[src/rtl/fetch_align_if.sv]
// Bus bundle for the fetch/realign unit.
//   redirect  : redirectEn/redirectPc from execute
//   mem req   : memReqValid/memReqAddr out, memReqReady in
//   mem rsp   : memRspValid/memRspData in
//   decode    : instrValid/instrData/instrPc/instrCompressed out, instrReady in
// modport master is the fetch unit side, modport slave is the core/memory side.
interface fetch_align_if;
  logic        redirectEn;
  logic [31:0] redirectPc;
  logic        memReqValid;
  logic [31:0] memReqAddr;
  logic        memReqReady;
  logic        memRspValid;
  logic [31:0] memRspData;
  logic        instrValid;
  logic [31:0] instrData;
  logic [31:0] instrPc;
  logic        instrCompressed;
  logic        instrReady;

  modport master (
    input  redirectEn, redirectPc, memReqReady, memRspValid, memRspData, instrReady,
    output memReqValid, memReqAddr, instrValid, instrData, instrPc, instrCompressed
  );

  modport slave (
    output redirectEn, redirectPc, memReqReady, memRspValid, memRspData, instrReady,
    input  memReqValid, memReqAddr, instrValid, instrData, instrPc, instrCompressed
  );
endinterface

[src/rtl/fetch_align.sv]
// Instruction fetch and realignment unit for an rv32imc core.
// Runs a private word-aligned fetch pointer, keeps at most one request
// outstanding, buffers returned words as halfwords and hands decode one
// instruction (16-bit compressed or 32-bit) per handshake with its PC.
// Ports:
//   clk  : core clock, all state on the rising edge
//   arst : asynchronous reset, active-high
//   bus  : fetch_align_if.master (redirect, memory request/response, decode)
module fetch_align #(
  parameter logic [31:0] RESET_PC = 32'h0000_0000
) (
  input  logic          clk,
  input  logic          arst,
  fetch_align_if.master bus
);

  typedef enum logic [1:0] {
    HOLD = 2'd0,
    REQ  = 2'd1,
    WAIT = 2'd2
  } state_t;

  state_t      state;
  logic        req_vld;
  logic [31:0] fetch_addr;
  logic [31:0] buf_pc;
  logic [1:0]  cnt;
  logic        drop_low;
  logic        discard;
  logic [15:0] hw_buf  [3];
  logic [15:0] buf_nxt [3];

  logic        is_comp;
  logic        instr_vld;
  logic        pop;
  logic        push;
  logic [1:0]  pop_n;
  logic [1:0]  push_n;
  logic [1:0]  rem;
  logic [1:0]  cnt_nxt;
  logic [15:0] push_h0;
  logic [15:0] push_h1;

  always_comb begin
    // Low two bits of the oldest halfword decide the instruction length.
    is_comp   = (hw_buf[0][1:0] != 2'b11);
    instr_vld = ((cnt != 2'd0) && is_comp) || (cnt >= 2'd2);
    // A handshake coinciding with a redirect is not a consumed instruction.
    pop       = instr_vld && bus.instrReady && !bus.redirectEn;
    pop_n     = pop ? (is_comp ? 2'd1 : 2'd2) : 2'd0;
    push      = (state == WAIT) && bus.memRspValid && !discard && !bus.redirectEn;
    push_n    = push ? (drop_low ? 2'd1 : 2'd2) : 2'd0;
    rem       = cnt - pop_n;
    cnt_nxt   = rem + push_n;
    // After a redirect to an odd halfword only the upper half is wanted.
    push_h0   = drop_low ? bus.memRspData[31:16] : bus.memRspData[15:0];
    push_h1   = bus.memRspData[31:16];

    buf_nxt[0] = hw_buf[0];
    buf_nxt[1] = hw_buf[1];
    buf_nxt[2] = hw_buf[2];
    case (pop_n)
      2'd1: begin
        buf_nxt[0] = hw_buf[1];
        buf_nxt[1] = hw_buf[2];
      end
      2'd2: begin
        buf_nxt[0] = hw_buf[2];
      end
      default: ;
    endcase

    // Pushed halfwords land right after whatever survives the pop.
    if (push) begin
      case (rem)
        2'd0: begin
          buf_nxt[0] = push_h0;
          if (push_n == 2'd2) buf_nxt[1] = push_h1;
        end
        2'd1: begin
          buf_nxt[1] = push_h0;
          if (push_n == 2'd2) buf_nxt[2] = push_h1;
        end
        2'd2: buf_nxt[2] = push_h0;
        default: ;
      endcase
    end
  end

  // Halfword storage carries no reset; cnt alone says what is meaningful.
  always_ff @(posedge clk) begin
    for (int i = 0; i < 3; i++) hw_buf[i] <= buf_nxt[i];
  end

  always_ff @(posedge clk or posedge arst) begin
    if (arst) begin
      state      <= HOLD;
      req_vld    <= 1'b0;
      cnt        <= 2'd0;
      discard    <= 1'b0;
      fetch_addr <= RESET_PC & ~32'h3;
      buf_pc     <= RESET_PC & ~32'h1;
      drop_low   <= RESET_PC[1];
    end else if (bus.redirectEn) begin
      cnt        <= 2'd0;
      buf_pc     <= bus.redirectPc & ~32'h1;
      fetch_addr <= bus.redirectPc & ~32'h3;
      drop_low   <= bus.redirectPc[1];
      case (state)
        HOLD: begin
          state   <= REQ;
          req_vld <= 1'b1;
        end
        REQ: begin
          // An address accepted this cycle belongs to the old stream.
          if (bus.memReqReady) begin
            state   <= WAIT;
            req_vld <= 1'b0;
            discard <= 1'b1;
          end
        end
        WAIT: begin
          if (bus.memRspValid) begin
            discard <= 1'b0;
            state   <= REQ;
            req_vld <= 1'b1;
          end else begin
            discard <= 1'b1;
          end
        end
        default: begin
          state   <= HOLD;
          req_vld <= 1'b0;
        end
      endcase
    end else begin
      cnt <= cnt_nxt;
      if (pop) buf_pc <= buf_pc + (is_comp ? 32'd2 : 32'd4);
      case (state)
        HOLD: begin
          if (cnt_nxt <= 2'd1) begin
            state   <= REQ;
            req_vld <= 1'b1;
          end
        end
        REQ: begin
          if (bus.memReqReady) begin
            fetch_addr <= fetch_addr + 32'd4;
            state      <= WAIT;
            req_vld    <= 1'b0;
          end
        end
        WAIT: begin
          if (bus.memRspValid) begin
            if (discard) begin
              discard <= 1'b0;
              state   <= REQ;
              req_vld <= 1'b1;
            end else begin
              drop_low <= 1'b0;
              // Only refetch when room for a full word is guaranteed.
              if (cnt_nxt <= 2'd1) begin
                state   <= REQ;
                req_vld <= 1'b1;
              end else begin
                state   <= HOLD;
              end
            end
          end
        end
        default: begin
          state   <= HOLD;
          req_vld <= 1'b0;
        end
      endcase
    end
  end

  assign bus.memReqValid     = req_vld;
  assign bus.memReqAddr      = fetch_addr;
  assign bus.instrValid      = instr_vld;
  assign bus.instrCompressed = (cnt != 2'd0) && is_comp;
  assign bus.instrData       = is_comp ? {16'h0000, hw_buf[0]} : {hw_buf[1], hw_buf[0]};
  assign bus.instrPc         = buf_pc;

  // Requests are issued with at most one halfword left, so a push never overflows.
  a_no_overflow: assert property (@(posedge clk) disable iff (arst)
    push |-> (({1'b0, rem} + {1'b0, push_n}) <= 3'd3));

endmodule

[src/flat_wrapper.sv]
// flat-port wrapper written by rule: the top's interface ports become plain ports
module fetch_align_flat 
#(
  parameter logic [31:0] RESET_PC = 32'h0000_0000
)
  (clk, arst, bus_redirectEn, bus_redirectPc, bus_memReqReady, bus_memRspValid, bus_memRspData, bus_instrReady, bus_memReqValid, bus_memReqAddr, bus_instrValid, bus_instrData, bus_instrPc, bus_instrCompressed);
  fetch_align_if bus_i ();
  input  logic clk;
  input  logic arst;
  input wire logic [$bits(bus_i.redirectEn)-1:0] bus_redirectEn;
  input wire logic [$bits(bus_i.redirectPc)-1:0] bus_redirectPc;
  input wire logic [$bits(bus_i.memReqReady)-1:0] bus_memReqReady;
  input wire logic [$bits(bus_i.memRspValid)-1:0] bus_memRspValid;
  input wire logic [$bits(bus_i.memRspData)-1:0] bus_memRspData;
  input wire logic [$bits(bus_i.instrReady)-1:0] bus_instrReady;
  output wire logic [$bits(bus_i.memReqValid)-1:0] bus_memReqValid;
  output wire logic [$bits(bus_i.memReqAddr)-1:0] bus_memReqAddr;
  output wire logic [$bits(bus_i.instrValid)-1:0] bus_instrValid;
  output wire logic [$bits(bus_i.instrData)-1:0] bus_instrData;
  output wire logic [$bits(bus_i.instrPc)-1:0] bus_instrPc;
  output wire logic [$bits(bus_i.instrCompressed)-1:0] bus_instrCompressed;
  assign bus_i.redirectEn = bus_redirectEn;
  assign bus_i.redirectPc = bus_redirectPc;
  assign bus_i.memReqReady = bus_memReqReady;
  assign bus_i.memRspValid = bus_memRspValid;
  assign bus_i.memRspData = bus_memRspData;
  assign bus_i.instrReady = bus_instrReady;
  assign bus_memReqValid = bus_i.memReqValid;
  assign bus_memReqAddr = bus_i.memReqAddr;
  assign bus_instrValid = bus_i.instrValid;
  assign bus_instrData = bus_i.instrData;
  assign bus_instrPc = bus_i.instrPc;
  assign bus_instrCompressed = bus_i.instrCompressed;
  fetch_align #(.RESET_PC(RESET_PC)) u_core (.clk(clk), .arst(arst), .bus(bus_i));
endmodule
[config.mk]
export PLATFORM = sky130hd
export DESIGN_NAME = fetch_align_flat
export DESIGN_NICKNAME = d
export VERILOG_FILES = /design/src/rtl/fetch_align_if.sv /design/src/rtl/fetch_align.sv /design/src/flat_wrapper.sv
export SDC_FILE = /design/constraint.sdc
export NUM_CORES = 1
export LEC_CHECK = 0
export ABC_CLOCK_PERIOD_IN_PS = 4700
export CAP_MARGIN = 30
export CORE_MARGIN = 5
export CORE_UTILIZATION = 51
export CTS_CLUSTER_DIAMETER = 100
export CTS_CLUSTER_SIZE = 24
export DETAILED_ROUTE_END_ITERATION = 16
export HOLD_SLACK_MARGIN = 0.06
export PLACE_DENSITY_LB_ADDON = 0.08
export SYNTH_ARGS = -nofsm -noshare
export SYNTH_HDL_FRONTEND = slang
export SYNTH_SLANG_ARGS = --single-unit
[constraint.sdc]
create_clock -name clk -period 4.7 [get_ports clk]
set_input_delay 1.41 -clock clk [delete_from_list [all_inputs] [get_ports clk]]
set_output_delay 1.41 -clock clk [all_outputs]
set_load 0.01 [all_outputs]
==> results.sh, run 1 <==
export IMPL_die_h_um=127
export IMPL_highest_layer="met4"
export IMPL_nets=945
export IMPL_rows=42
export IMPL_clock_latency_ps=420
export IMPL_synthCells=720
export IMPL_drt_wl_total_um=19400
export IMPL_wl_met3_um=1270
export IMPL_avgViaCountPerCell=5.66
export IMPL_seq_area_frac_synth_pct=40.4
export IMPL_overflow=0
export IMPL_drv_slew=0
export IMPL_vias=5956
export IMPL_wl_met1_um=8070
export IMPL_setup_viol=0
export IMPL_num_io_pins=169
export IMPL_synthArstFlopShare_pct=58.6
export IMPL_drive_above_1_share_pct=12.3
export IMPL_fin_skew_ps=4.57
export IMPL_grt_max_degree=54
export IMPL_grt_pass1_vias=6084
export IMPL_synth_area_top_cells="dfrtp_1, mux2i_1, dfxtp_1"
export IMPL_initial_core_util_pct=52.3
export IMPL_synth_enable_flop_cells=16
export IMPL_tritoncts="built"
export IMPL_drt_iter0_drc=447
export IMPL_dpl_cell_area_sq_mm=0.00869
export IMPL_critPathMaxFanout=16
export IMPL_track_usage_pct=23.9
export IMPL_drv_cap=0
export IMPL_synth_largest_area_cell="dfrtp_1"
export IMPL_peakVddDrop_mv=0.299
export IMPL_antenna_found_initial=0
export IMPL_finalInstanceArea_sq_mm=0.00925
export IMPL_antenna_cells=0
export IMPL_htree_levels=4
export IMPL_root_buffer="clkbuf_16"
export IMPL_finalHoldViolations=0
export IMPL_ys_flop_type="dfrtp_1"
export IMPL_die_w_um=127
export IMPL_worst_pin_slew_ps=727
export IMPL_post_cts_buffers=0
export IMPL_ys_warn_count=0
export IMPL_numPortBuffers=164
export IMPL_power_density_mw_per_mm2=402
export IMPL_yosys_cell_types_count=64
export IMPL_max_freq_ghz=0.253
export IMPL_grt_pass1_wl_um=31000
export IMPL_endpoint_kind="flip-flop"
export IMPL_numCtsBuffers=17
export IMPL_syn_area_sq_mm=0.00698
export IMPL_n_fill_cell=1079
export IMPL_fin_crit_ps=3960
export IMPL_place_congestion=0.865
export IMPL_synth_avg_cell_area_sq_um=9.70
export IMPL_cts_resized=0
export IMPL_path_clk_slew_ps=50
export IMPL_dr_pass1_iters=5
export IMPL_die_area_sq_mm=0.0161
export IMPL_crit_arrival_ps=4120
export IMPL_hp_class="flip-flop to flip-flop"
export IMPL_netlist_area_leader_share_pct=24.4
export IMPL_rsz0062_at_grt="no"
export IMPL_wl_per_cell_um=18.4
export IMPL_cp_required_ps=4860
export IMPL_critPathKind="primary input to flip-flop"
export IMPL_ant_nets=0
export IMPL_finalCritPeriodShare_pct=84.2
export IMPL_totalNegativeSetupSlack_ps=0
export IMPL_slew_headroom_pct=51.2
export IMPL_hpwlAfterDp_um=13700
export IMPL_synth_seq_cells=116
export IMPL_clock_sinks=116
export IMPL_routed_wl_met2_um=9500
export IMPL_core_sq_mm=0.0133
export IMPL_power_leakage_uw=0.00382
export IMPL_cts_path_max_buffers=2
export IMPL_drcViolationCount=0
export IMPL_areaGrowthSynthToFinish_pct=32.5
export IMPL_status="finished clean"
export IMPL_startpoint_type="primary input"
export IMPL_cts_hold_buffers=0
[power by group]
group	switching [uW]	internal, uW	total, uW
clock network	447	770	1220
registers	162	1220	1380
logic	521	596	1120
[sequential cells by signal, indices dropped and copies added, names as in the netlist]
| name | cells |
|---|---|
| u_core.hw_buf | 48 |
| u_core.drop_low | 1 |
| u_core.bus.instrPc | 31 |
| u_core.bus.memReqValid | 1 |
| u_core.state | 2 |
| u_core.discard | 1 |
| u_core.bus.memReqAddr | 30 |
| u_core.cnt | 2 |
[through the flow]
stage / std cells / worst slack (ps) / power [uW] / hold WS (ps) / utilization [%]
after detailed placement: 1021 / 318 / 2510 / 520 / 65.1
after global placement: 1019 / 349 / 2470 / 504 / 64.8
after floorplan: 722 / 68.4 / 2080 / 494 / -
after CTS: 1053 / 740 / 3730 / 531 / 69.3
final: 1053 / 742 / 3710 / 537 / 69.3
after global routing: 1053 / 508 / 3910 / 600 / 69.3
[worst max-delay path, cell delays in order]
cell and delay, ps:
clkdlybuf4s50_1 580, nor2b_1 240, o21ai_0 190, nor2_2 140, ha_1 300, xor2_4 330
nand3_2 470, mux2_2 450
[cells in the final DEF (no fill, tap or decap), types with 3 or more instances in the layout]
cell and instances:
nand4_1 7, inv_1 14, mux2i_1 67, conb_1 3
xor2_1 22, a311oi_1 3, buf_4 12, a21boi_1 3
nor2_1 54, dfxtp_1 32, o21ai_1 5, and3_2 4
nand3_1 19, a21oi_1 38, dfrtp_1 68, nor2b_1 5
o211ai_1 3, nand2b_1 6, a31oi_1 4, clkbuf_1 5
and3_1 23, ha_1 10, clkbuf_16 17, and4_1 8
a311o_1 16, nand2_1 63, clkinv_2 3, nor3_1 11
clkbuf_8 7, a21boi_0 4, o21ai_0 41, xnor2_1 32
clkdlybuf4s50_1 164, inv_2 3, or3_1 5, edfxtp_1 16
mux2_2 44
[cell type report]
cell class                      instances  area (sq um)  area share, %
Multi-Input combinational cell        533          3800           41.0
Timing Repair Buffer                  179          1790           19.4
Clock buffer                           29           541           5.84
Inverter                               17          63.8          0.690
Tap cell                              176           220           2.38
Clock inverter                          3          15.0          0.162
Sequential cell                       116          2820           30.5
[cell usage after synthesis (23+ instances only)]
cell type / number
a21oi_1: 39
and3_1: 23
buf_4: 23
clkbuf_1: 23
dfrtp_1: 68
dfxtp_1: 32
mux2_2: 44
mux2i_1: 67
nand2_1: 63
nor2_1: 54
o21ai_0: 42
xnor2_1: 32
[final timing paths]
kind	end	cells past startpoint	startpoint	slack (ps)
min	u_core.hw_buf[0][0]	2	u_core.hw_buf[0][32]	540
max reg2reg	u_core.bus.instrPc[21]	10	u_core.hw_buf[0][1]	1470
min reg2reg	u_core.hw_buf[0][0]	2	u_core.hw_buf[0][32]	540
min in group asynchronous	u_core.bus.memReqAddr[30]	2	arst	1350
max	u_core.hw_buf[0][46]	8	bus_instrReady	740
max in group asynchronous	u_core.bus.memReqAddr[20]	3	arst	2370
[metal layers]
metal / vias up / GRT usage [%]
li1: 2852 / -
met1: 2864 / 29.6
met2: 206 / 40.0
met3: 34 / 5.76
met4: 0 / 10.4
met5: - / 0
[cells by family (layout without fill, tap and decap cells)]
| group | after synthesis | in the layout | synth area share, % |
|---|---|---|---|
| AOI/OAI and AO/OA | 134 | 134 | 12.2 |
| xor gates and xnor gates | 55 | 55 | 7.17 |
| adders and majority gates | 11 | 11 | 2.08 |
| buffers and inverters | 73 | 228 | 5.40 |
| DFF | 116 | 116 | 40.4 |
| muxes | 111 | 111 | 16.7 |
| other | 1 | 3 | 0.0537 |
| and+or+nand+nor | 219 | 219 | 16.0 |
Power figures use the tool's default switching activity.
==> inputs of run 2 (changes only) <==
--- a/config.mk
+++ b/config.mk
@@ -5,10 +5,10 @@
 export SDC_FILE = /design/constraint.sdc
 export NUM_CORES = 1
 export LEC_CHECK = 0
-export ABC_CLOCK_PERIOD_IN_PS = 4700
+export ABC_CLOCK_PERIOD_IN_PS = 3470
 export CAP_MARGIN = 30
 export CORE_MARGIN = 5
-export CORE_UTILIZATION = 51
+export CORE_UTILIZATION = 46
 export CTS_CLUSTER_DIAMETER = 100
 export CTS_CLUSTER_SIZE = 24
 export DETAILED_ROUTE_END_ITERATION = 16
==> constraint.sdc (replaced) <==
create_clock -name clk -period 3.47 [get_ports clk]
set_input_delay 1.041 -clock clk [delete_from_list [all_inputs] [get_ports clk]]
set_output_delay 1.041 -clock clk [all_outputs]
set_load 0.01 [all_outputs]
==> results.sh, run 2 (synthesis results as in run 1) <==
export IMPL_ant_nets=0
export IMPL_track_usage_pct=21.9
export IMPL_cp_slowest_stage_delay_ps=560
export IMPL_r2r_end="u_core.bus.instrPc[21]"
export IMPL_endpoint_kind="primary output"
export IMPL_max_freq_ghz=0.314
export IMPL_regArea_sq_mm=0.00282
export IMPL_rsz0062_at_grt="no"
export IMPL_hp_start="u_core.hw_buf[0][33]"
export IMPL_grt_pass1_wl_um=31000
export IMPL_rows=45
export IMPL_path_clk_slew_ps=50
export IMPL_setup_viol=0
export IMPL_dp_cells=1052
export IMPL_cts_hold_buffers=0
export IMPL_numPortBuffers=164
export IMPL_worst_path_max_delay_cell="clkdlybuf4s50_1"
export IMPL_peakVddDrop_mv=0.395
export IMPL_antenna_cells=0
export IMPL_largest_register_ffs=48
export IMPL_htree_levels=4
export IMPL_hp_class="flip-flop to flip-flop"
export IMPL_initial_core_util_pct=46.4
export IMPL_overflow=0
export IMPL_worst_pin_slew_ps=686
export IMPL_drcViolationCount=0
export IMPL_place_congestion=0.875
export IMPL_fin_util_pct=63.4
export IMPL_die_h_um=133
export IMPL_hpwlAfterDp_um=14000
export IMPL_wl_per_cell_um=18.0
export IMPL_multi_input_area_sq_mm=0.00385
export IMPL_critPathMaxFanout=17
export IMPL_startpoint_type="flip-flop"
export IMPL_num_io_pins=169
export IMPL_die_area_sq_mm=0.0177
export IMPL_vias=5975
export IMPL_fin_skew_ps=9.46
export IMPL_clock_sinks=116
export IMPL_hold_path_end="u_core.hw_buf[0][1]"
export IMPL_finalHoldViolations=0
export IMPL_n_fill_cell=1247
export IMPL_clock_latency_ps=420
export IMPL_hold_path_depth=2
export IMPL_numCtsBuffers=17
export IMPL_core_sq_mm=0.0150
export IMPL_critPathKind="flip-flop to primary output"
export IMPL_avgViaCountPerCell=5.51
export IMPL_status="finished clean"
export IMPL_die_w_um=133
export IMPL_drv_slew=0
export IMPL_crit_arrival_ps=2140
export IMPL_root_buffer="clkbuf_16"
export IMPL_drt_wl_total_um=19500
export IMPL_power_leakage_uw=0.00394
export IMPL_grt_max_degree=69
export IMPL_r2r_slack_ps=500
export IMPL_cp_required_ps=2430
export IMPL_areaGrowthSynthToFinish_pct=36.5
export IMPL_drv_cap=0
export IMPL_post_cts_buffers=0
export IMPL_finalHoldWorstSlack_ps=552
export IMPL_finalCritPeriodShare_pct=91.8
export IMPL_fin_crit_ps=3190
export IMPL_grt_pass1_vias=6076
export IMPL_cts_path_max_buffers=2
export IMPL_rr_startpoint="u_core.hw_buf[0][0]"
export IMPL_dr_pass1_iters=5
export IMPL_tritoncts="built"
export IMPL_regMostFlops="u_core.hw_buf"
export IMPL_final_common_cell="clkdlybuf4s50_1"
export IMPL_antenna_found_initial=0
export IMPL_finalPower_uw=5090
export IMPL_slew_headroom_pct=54.0
export IMPL_layout_common_cells="clkdlybuf4s50_1, dfrtp_1, mux2i_1"
export IMPL_power_density_mw_per_mm2=535
export IMPL_cts_resized=0
export IMPL_nets=964
export IMPL_critPathBufInv=2
export IMPL_drive_above_1_share_pct=14.6
export IMPL_crit_chain="and2_1 -> inv_2 -> nor2_1 -> clkdlybuf4s50_1"
export IMPL_fin_cells=1084
export IMPL_reg2regPathDepth=9
export IMPL_cp_top_family="buffers and inverters"
export IMPL_drt_iter0_drc=293
[run 2: routing by layer]
metal	part of all wire (%)	vias to the layer above	global-route usage (%)
li1	-	2888	-
met1	41	2882	25.5
met2	52	186	39.4
met3	6.0	19	6.57
met4	1.1	0	5.66
met5	0	-	0
[run 2: worst min-delay path, delay by kind of cell, from the launching register on]
kind           cells  cell delay [ps]
AO/OA/AOI/OAI      2              170
flip-flops         1              350
[run 2: power breakdown]
part	internal [uW]	total, uW	leakage (uW)	switching, uW
registers	1650	1870	0.00119	224
clock network	1090	1690	0.000273	597
logic	825	1530	0.00248	707
total	3570	5090	0.00394	1530
[run 2: area by class of cell]
cell class,count,area share [%]
Timing Repair Buffer,198,20.9
Clock inverter,5,0.788
Clock buffer,27,5.07
Sequential cell,116,29.6
Tap cell,188,2.47
Multi-Input combinational cell,533,40.4
Inverter,17,0.670
[run 2: how the worst max path moves through the flow]
stage,endpoint,slack [ps],cells after the start,from
3_5_place_dp,u_core.state[1],-80,12,bus_redirectEn
5_1_grt,bus_instrData[17],190,4,u_core.hw_buf[0][0]
3_3_place_gp,u_core.hw_buf[0][18],-200,7,bus_redirectEn
6_report,bus_instrData[17],280,4,u_core.hw_buf[0][0]
4_1_cts,bus_instrData[17],250,4,u_core.hw_buf[0][0]
2_1_floorplan,u_core.state[1],10,15,bus_instrReady
[run 2: per-stage QoR]
stage	setup slack, ps	cell area (sq um)	TNS [ps]
after floorplan	13.0	7100	0
after global placement	-197	8930	-3110
after detailed placement	-84.0	8970	-84.0
after CTS	254	9530	0
after global routing	191	9530	0
final	284	9530	0
